`config.mk`:
```
export PLATFORM = sky130hd
export DESIGN_NAME = ex_stage
export DESIGN_NICKNAME = d
export VERILOG_FILES = /design/src/rtl/ex_stage.sv
export SDC_FILE = /design/constraint.sdc
export NUM_CORES = 1
export LEC_CHECK = 0
export CAP_MARGIN = 20
export CORE_ASPECT_RATIO = 0.7
export CORE_MARGIN = 3
export CORE_UTILIZATION = 50
export DETAILED_ROUTE_END_ITERATION = 7
export HOLD_SLACK_MARGIN = 0.1
export PLACE_DENSITY = 0.76
export SLEW_MARGIN = 15
export SYNTH_ARGS = -nofsm -noshare
export SYNTH_HDL_FRONTEND = slang
export SYNTH_SLANG_ARGS = --single-unit
```
`constraint.sdc`:
```
create_clock -name clk -period 4.8 [get_ports clk]
set_clock_uncertainty 0.1 [all_clocks]
set_input_delay 0.48 -clock clk [delete_from_list [all_inputs] [get_ports clk]]
set_output_delay 0.48 -clock clk [all_outputs]
set_load 0.005 [all_outputs]
```
`src/rtl/ex_stage.sv`:
```
// Execute stage: ALU, jump resolution and registered EX/MEM outputs.
// Define EX_MUL_EN to build the iterative shift-add multiplier (op 11) and its IDLE/BUSY FSM.
module ex_stage #(
    parameter int PC_W     = 5,
    parameter int MUL_STEP = 1
) (
    input  logic            clk,
    input  logic            rst,
    input  logic [PC_W-1:0] in_pc,
    input  logic [31:0]     in_rd1,
    input  logic [31:0]     in_rd2,
    input  logic [31:0]     in_imm,
    input  logic            in_alu_src,
    input  logic [4:0]      in_alu_op,
    input  logic            in_is_jump,
    input  logic            in_reg_wrenable,
    input  logic [4:0]      in_write_reg,
    input  logic            in_mem_wrenable,
    input  logic            in_mem_to_reg,
    input  logic            in_flush,
    output logic            out_stall,
    output logic [31:0]     out_alu_result,
    output logic [31:0]     out_store_data,
    output logic [4:0]      out_write_reg,
    output logic            out_reg_wrenable,
    output logic            out_mem_wrenable,
    output logic            out_mem_to_reg,
    output logic            out_jump_taken,
    output logic [PC_W-1:0] out_jump_target
);

    localparam logic [4:0] OP_ADD   = 5'd0;
    localparam logic [4:0] OP_SUB   = 5'd1;
    localparam logic [4:0] OP_AND   = 5'd2;
    localparam logic [4:0] OP_OR    = 5'd3;
    localparam logic [4:0] OP_XOR   = 5'd4;
    localparam logic [4:0] OP_SLL   = 5'd5;
    localparam logic [4:0] OP_SRL   = 5'd6;
    localparam logic [4:0] OP_SRA   = 5'd7;
    localparam logic [4:0] OP_SLT   = 5'd8;
    localparam logic [4:0] OP_SLTU  = 5'd9;
    localparam logic [4:0] OP_PASSB = 5'd10;

    if (MUL_STEP < 1 || MUL_STEP > 32 || (32 % MUL_STEP) != 0) begin : g_bad_step
        $error("ex_stage: MUL_STEP must divide 32");
    end

    logic [31:0]     opb;
    logic [31:0]     alu_res;
    logic [PC_W-1:0] pc_inc;
    logic [PC_W-1:0] jump_tgt;
    logic            mul_stall;
    logic            mul_done;
    logic [31:0]     mul_result;

    logic [31:0]     alu_result_q, alu_result_d;
    logic [31:0]     store_data_q, store_data_d;
    logic [4:0]      write_reg_q, write_reg_d;
    logic            reg_wrenable_q, reg_wrenable_d;
    logic            mem_wrenable_q, mem_wrenable_d;
    logic            mem_to_reg_q, mem_to_reg_d;
    logic            jump_taken_q, jump_taken_d;
    logic [PC_W-1:0] jump_target_q, jump_target_d;

    always_comb begin
        opb      = in_alu_src ? in_imm : in_rd2;
        pc_inc   = in_pc + PC_W'(1);
        jump_tgt = in_pc + in_imm[PC_W-1:0];
        alu_res  = '0;
        case (in_alu_op)
            OP_ADD:   alu_res = in_rd1 + opb;
            OP_SUB:   alu_res = in_rd1 - opb;
            OP_AND:   alu_res = in_rd1 & opb;
            OP_OR:    alu_res = in_rd1 | opb;
            OP_XOR:   alu_res = in_rd1 ^ opb;
            OP_SLL:   alu_res = in_rd1 << opb[4:0];
            OP_SRL:   alu_res = in_rd1 >> opb[4:0];
            OP_SRA:   alu_res = $signed(in_rd1) >>> opb[4:0];
            OP_SLT:   alu_res = {31'b0, $signed(in_rd1) < $signed(opb)};
            OP_SLTU:  alu_res = {31'b0, in_rd1 < opb};
            OP_PASSB: alu_res = opb;
            default:  alu_res = '0;
        endcase
    end

`ifdef EX_MUL_EN
    localparam logic [4:0] OP_MUL  = 5'd11;
    localparam int         N_STEPS = 32 / MUL_STEP;
    localparam logic [5:0] LAST    = 6'(N_STEPS - 1);

    typedef enum logic {IDLE, BUSY} state_t;

    state_t      state_q, state_d;
    logic [5:0]  count_q, count_d;
    logic [31:0] mul_a_q, mul_a_d;
    logic [31:0] mul_b_q, mul_b_d;
    logic [31:0] acc_q, acc_d;
    logic [31:0] partial;

    // A shifts left and B shifts right each step, so the low MUL_STEP bits of B
    // always select the current partial product.
    always_comb begin
        partial = '0;
        for (int i = 0; i < MUL_STEP; i++) begin
            if (mul_b_q[i]) partial = partial + (mul_a_q << i);
        end
        state_d   = state_q;
        count_d   = count_q;
        mul_a_d   = mul_a_q;
        mul_b_d   = mul_b_q;
        acc_d     = acc_q;
        mul_stall = 1'b0;
        mul_done  = 1'b0;
        if (in_flush) begin
            state_d = IDLE;
            count_d = '0;
        end else if (state_q == IDLE) begin
            if (in_alu_op == OP_MUL && !in_is_jump) begin
                mul_stall = 1'b1;
                state_d   = BUSY;
                count_d   = '0;
                mul_a_d   = in_rd1;
                mul_b_d   = opb;
                acc_d     = '0;
            end
        end else begin
            acc_d   = acc_q + partial;
            mul_a_d = mul_a_q << MUL_STEP;
            mul_b_d = mul_b_q >> MUL_STEP;
            if (count_q == LAST) begin
                mul_done = 1'b1;
                state_d  = IDLE;
                count_d  = '0;
            end else begin
                mul_stall = 1'b1;
                count_d   = count_q + 6'd1;
            end
        end
        mul_result = acc_d;
    end

    always_ff @(posedge clk or posedge rst) begin
        if (rst) begin
            state_q <= IDLE;
            count_q <= '0;
            mul_a_q <= '0;
            mul_b_q <= '0;
            acc_q   <= '0;
        end else begin
            state_q <= state_d;
            count_q <= count_d;
            mul_a_q <= mul_a_d;
            mul_b_q <= mul_b_d;
            acc_q   <= acc_d;
        end
    end
`else
    assign mul_stall  = 1'b0;
    assign mul_done   = 1'b0;
    assign mul_result = '0;
`endif

    // Stall cycles and flushes emit a bubble; data fields are don't-care then.
    always_comb begin
        if (mul_done)        alu_result_d = mul_result;
        else if (in_is_jump) alu_result_d = {{(32-PC_W){1'b0}}, pc_inc};
        else                 alu_result_d = alu_res;
        store_data_d  = in_rd2;
        write_reg_d   = in_write_reg;
        jump_target_d = jump_tgt;
        if (in_flush || mul_stall) begin
            reg_wrenable_d = 1'b0;
            mem_wrenable_d = 1'b0;
            mem_to_reg_d   = 1'b0;
            jump_taken_d   = 1'b0;
        end else begin
            reg_wrenable_d = in_reg_wrenable;
            mem_wrenable_d = in_mem_wrenable;
            mem_to_reg_d   = in_mem_to_reg;
            jump_taken_d   = in_is_jump;
        end
    end

    always_ff @(posedge clk or posedge rst) begin
        if (rst) begin
            alu_result_q   <= '0;
            store_data_q   <= '0;
            write_reg_q    <= '0;
            reg_wrenable_q <= 1'b0;
            mem_wrenable_q <= 1'b0;
            mem_to_reg_q   <= 1'b0;
            jump_taken_q   <= 1'b0;
            jump_target_q  <= '0;
        end else begin
            alu_result_q   <= alu_result_d;
            store_data_q   <= store_data_d;
            write_reg_q    <= write_reg_d;
            reg_wrenable_q <= reg_wrenable_d;
            mem_wrenable_q <= mem_wrenable_d;
            mem_to_reg_q   <= mem_to_reg_d;
            jump_taken_q   <= jump_taken_d;
            jump_target_q  <= jump_target_d;
        end
    end

    assign out_stall        = mul_stall;
    assign out_alu_result   = alu_result_q;
    assign out_store_data   = store_data_q;
    assign out_write_reg    = write_reg_q;
    assign out_reg_wrenable = reg_wrenable_q;
    assign out_mem_wrenable = mem_wrenable_q;
    assign out_mem_to_reg   = mem_to_reg_q;
    assign out_jump_taken   = jump_taken_q;
    assign out_jump_target  = jump_target_q;

endmodule
```
==> impl_table.tex <==
\begin{tabular}{lr}
\hline
Metric & Value \\
\hline
\multicolumn{2}{l}{\textbf{Pwr}} \\
\quad Int Power & 1760 uW \\
\quad Leakage & 0.00634 uW \\
\quad Pwr dens & 213 nW/um\^{}2 \\
\quad Switch Pwr & 1430 uW \\
\quad Clock power share & 22.8\% \\
\quad Combinational power share & 55.2\% \\
\quad Switching share of total power & 44.7\% \\
\quad Overall power & 3190 uW \\
\quad Sequential power share & 22.0\% \\
\quad Maximum resistive drop on vdd & 0.000188 V \\
\multicolumn{2}{l}{\textbf{Drt}} \\
\quad Routed wire length & 59800 um \\
\quad Avg Vias per Cell & 7.15 \\
\quad Pre-antenna DRT Iters & 6 \\
\quad Post-detailed-route wirelength per cell & 29.0 um \\
\quad Post-route antenna net violation count & 0 \\
\quad Number of vias in the routed layout & 14774 \\
\quad Remaining DRCs & 0 \\
\quad Initial detailed-routing violation count & 2540 \\
\multicolumn{2}{l}{\textbf{Critical path}} \\
\quad Launching element type of the critical path & input pin \\
\quad Type of the setup path with the least slack & in -> reg \\
\quad Cell family with most CP delay & compound AO/OA/AOI/OAI gates \\
\quad Maximum fanout encountered on the critical timing path & 5 \\
\quad Stage delay of the slowest cell on the critical path & 490 ps \\
\quad Crit end category & flip-flop \\
\quad List of cells traversed by the critical path & clkdlybuf4s50\_1 > mux2i\_4 > inv\_2 > ha\_1 > fa\_1 > a211oi\_1 > o21bai\_1 > a21oi\_1 > a2111oi\_1 > or3\_1 > a311o\_1 > xnor2\_1 > a221oi\_1 > nor2\_1 \\
\quad Arrival @ worst endpoint & 4580 ps \\
\quad Data required time of the worst path & 4950 ps \\
\quad Critical path's slowest cell & sky130\_fd\_sc\_hd\_\_a21oi\_1 \\
\quad Buf/Inv on CP & 2 \\
\multicolumn{2}{l}{\textbf{Synthesis}} \\
\quad Top\_reg\_cell synth & sky130\_fd\_sc\_hd\_\_dfrtp\_1 \\
\quad Total of warnings raised by yosys & 0 \\
\quad Syn nets & 1793 \\
\quad Yosys top cell area share & 16.2\% \\
\quad Leading cell type by number of instances after synthesis & sky130\_fd\_sc\_hd\_\_nor2\_1 \\
\quad Count of different cell masters after synthesis & 80 \\
\quad Proportion of synthesized chip area in sequential cells & 16.2\% \\
\quad Synth top cells by count & 148 x sky130\_fd\_sc\_hd\_\_nor2\_1, 147 x sky130\_fd\_sc\_hd\_\_nand2\_1, 123 x sky130\_fd\_sc\_hd\_\_a21oi\_1 \\
\quad Share of synthesized flip-flops with an asynchronous set or reset & 100\% \\
\quad Gate count after technology mapping & 1562 \\
\quad Average cell area after synthesis & 7.74 um\^{}2 \\
\quad Top post-synthesis cells by area & sky130\_fd\_sc\_hd\_\_dfrtp\_1 16\%, sky130\_fd\_sc\_hd\_\_ha\_1 11\%, sky130\_fd\_sc\_hd\_\_mux2i\_1 8.6\% \\
\quad Number of enable-type register cells in the synthesized netlist & 0 \\
\quad Post-synthesis instance area & 12100 um\^{}2 \\
\quad Cell type with the highest aggregate area in the netlist & sky130\_fd\_sc\_hd\_\_dfrtp\_1 \\
\quad Synthesis-stage register bit count & 78 \\
\multicolumn{2}{l}{\textbf{Cells and area}} \\
\quad \# nets final & 1979 \\
\quad Synthesis-to-finish area growth & 23.9\% \\
\quad Multi-input gate area & 9270 um\^{}2 \\
\quad End-of-flow core utilization & 64.5\% \\
\quad Layout cell share with drive strength beyond 1 & 10.7\% \\
\quad Total of fill cells in the finished design & 2026 \\
\quad Sequential cell area & 1950 um\^{}2 \\
\multicolumn{2}{l}{\textbf{Clock tree}} \\
\quad Buffers from clock root to sink, at most & 2 \\
\quad Number of gates resized after CTS & 0 \\
\quad Cts hold-fix bufs & 0 \\
\quad Clock edge transition at the registers on the reported setup and hold paths & 70 ps \\
\quad Total clock sinks & 78 \\
\quad CTS tree & yes \\
\quad Number of buffers inserted during clock tree synthesis & 9 \\
\quad Clock root buffer & sky130\_fd\_sc\_hd\_\_clkbuf\_16 \\
\quad Buffers inserted during post-CTS setup optimization & 0 \\
\quad CTS HTree Levels & 3 \\
\multicolumn{2}{l}{\textbf{Placement}} \\
\quad Port buffer count & 196 \\
\quad Final weighted congestion in routability-driven placement & 1.13 \\
\quad Total half-perimeter wirelength after legalization and detailed placement & 47100 um \\
\multicolumn{2}{l}{\textbf{Run status}} \\
\quad Outcome & finished, final reports clean \\
\multicolumn{2}{l}{\textbf{Timing}} \\
\quad Setup\_tns & 0 ps \\
\quad Final Hold Viols & 0 \\
\quad Unrepaired setup endpoints after global routing & no \\
\quad Fmax achieved & 0.226 GHz \\
\quad Max-Slew Margin vs Limit & 13.7\% \\
\quad Post-route minimum period & 4420 ps \\
\quad Number of max-slew violations in the final report & 0 \\
\quad Share of the clock period used by the worst path & 92.2\% \\
\quad Slew at the pin closest to its max-slew limit & 1280 ps \\
\quad Total setup violations reported at the end of the flow & 0 \\
\multicolumn{2}{l}{\textbf{Die}} \\
\quad Vertical die dimension & 136 um \\
\quad Die extent in x & 192 um \\
\quad Placeable core region & 23200 um\^{}2 \\
\quad FP Rows & 46 \\
\quad Number of ports placed on the die boundary & 198 \\
\quad Initial core utilization & 52.1\% \\
\quad Area enclosed by the die boundary & 26100 um\^{}2 \\
\multicolumn{2}{l}{\textbf{Worst hold path}} \\
\quad Hold crit path type & in -> async \\
\multicolumn{2}{l}{\textbf{GRT}} \\
\quad Largest net degree at the start of global routing & 66 \\
\quad Total overflow reported by the global router & 0 \\
\quad Initial antenna violation count & 2 \\
\quad GRT Resource Usage Total & 45.0\% \\
\quad Vias in the first global route & 13628 \\
\quad First-pass GRT wire length & 87700 um \\
\multicolumn{2}{l}{\textbf{Job}} \\
\quad Total of max-cap violations & 0 \\
\hline
\end{tabular}
==> through the flow <==
step / setup WS [ps] / cell area [um^2] / hold WS, ps / cells
floorplan: 543 / 12100 / 411 / 1562
global placement: 98.7 / 14700 / 830 / 2049
detailed placement: 100 / 14700 / 831 / 2049
CTS: 465 / 15000 / 440 / 2065
global route: 78.7 / 15000 / 450 / 2065
finish: 375 / 15000 / 439 / 2066
==> power groups by stage <==
stage	sequential, uW	clock, uW	combinational, uW
CTS	702	735	1670
detailed placement	714	0	1660
floorplan	717	0	1000
global placement	713	0	1650
global route	703	759	1850
finish	702	727	1760
==> per-layer routing <==
| layer | share of wire (%) | up-vias | routed length [um] | track usage (%) |
|---|---|---|---|---|
| met1 | 38 | 6861 | 23000 | 60.6 |
| met2 | 39 | 1449 | 23300 | 63.4 |
| li1 | - | 6179 | - | - |
| met4 | 6.0 | 4 | 3590 | 21.3 |
| met3 | 17 | 281 | 9910 | 16.9 |
| met5 | 0.042 | - | 25 | 0 |
==> worst max-delay path by stage <==
stage                          start                 end  slack [ps]  cells past startpoint
after floorplan           in_alu_src  out_alu_result[24]         540                     17
after global placement     in_rd2[0]  out_alu_result[24]         100                     14
after detailed placement   in_rd2[0]  out_alu_result[24]         100                     14
after CTS                  in_rd2[0]  out_alu_result[24]         470                     14
after global routing       in_rd2[0]  out_alu_result[24]          80                     14
final                      in_rd2[0]  out_alu_result[24]         380                     14
==> layout make-up <==
class                   instances  share of cell area [%]
diodes                          1                  0.0167
inverters                     100                    2.53
clock inverters                 6                   0.468
well taps                     312                    2.61
flip-flops and latches         78                    13.0
clock buffers                  10                    1.53
multi-input cells            1270                    61.9
repair buffers                289                    17.9
==> kinds of logic (layout without fill, tap and decap cells) <==
logic type               after synthesis  after routing  share of synthesized area [%]
AO/OA/AOI/OAI                        514            514                           27.6
XOR/XNOR                              35             35                           2.54
adder cells (fa/ha/maj)              112            112                           11.8
buffers and inverters                214            405                           7.63
flip-flops                            78             78                           16.2
multiplexers                         163            163                           17.7
other                                  1              2                         0.0310
AND/OR/NAND/NOR                      445            445                           16.6
==> placed cells by master (no fill, tap or decap), types with 20 or more instances in the layout <==
cell type,count
sky130_fd_sc_hd__dfrtp_1,78
sky130_fd_sc_hd__a211oi_1,20
sky130_fd_sc_hd__a21oi_1,123
sky130_fd_sc_hd__o21ai_0,111
sky130_fd_sc_hd__nand3_1,34
sky130_fd_sc_hd__inv_1,92
sky130_fd_sc_hd__nand2_1,147
sky130_fd_sc_hd__a31oi_1,30
sky130_fd_sc_hd__a221oi_1,20
sky130_fd_sc_hd__buf_4,91
sky130_fd_sc_hd__xnor2_1,28
sky130_fd_sc_hd__nor2_1,148
sky130_fd_sc_hd__mux2i_1,101
sky130_fd_sc_hd__o22ai_1,29
sky130_fd_sc_hd__clkdlybuf4s50_1,195
sky130_fd_sc_hd__nor3_1,32
sky130_fd_sc_hd__mux4_2,37
sky130_fd_sc_hd__o211ai_1,36
sky130_fd_sc_hd__ha_1,109
(Power assumes the default switching activity.)
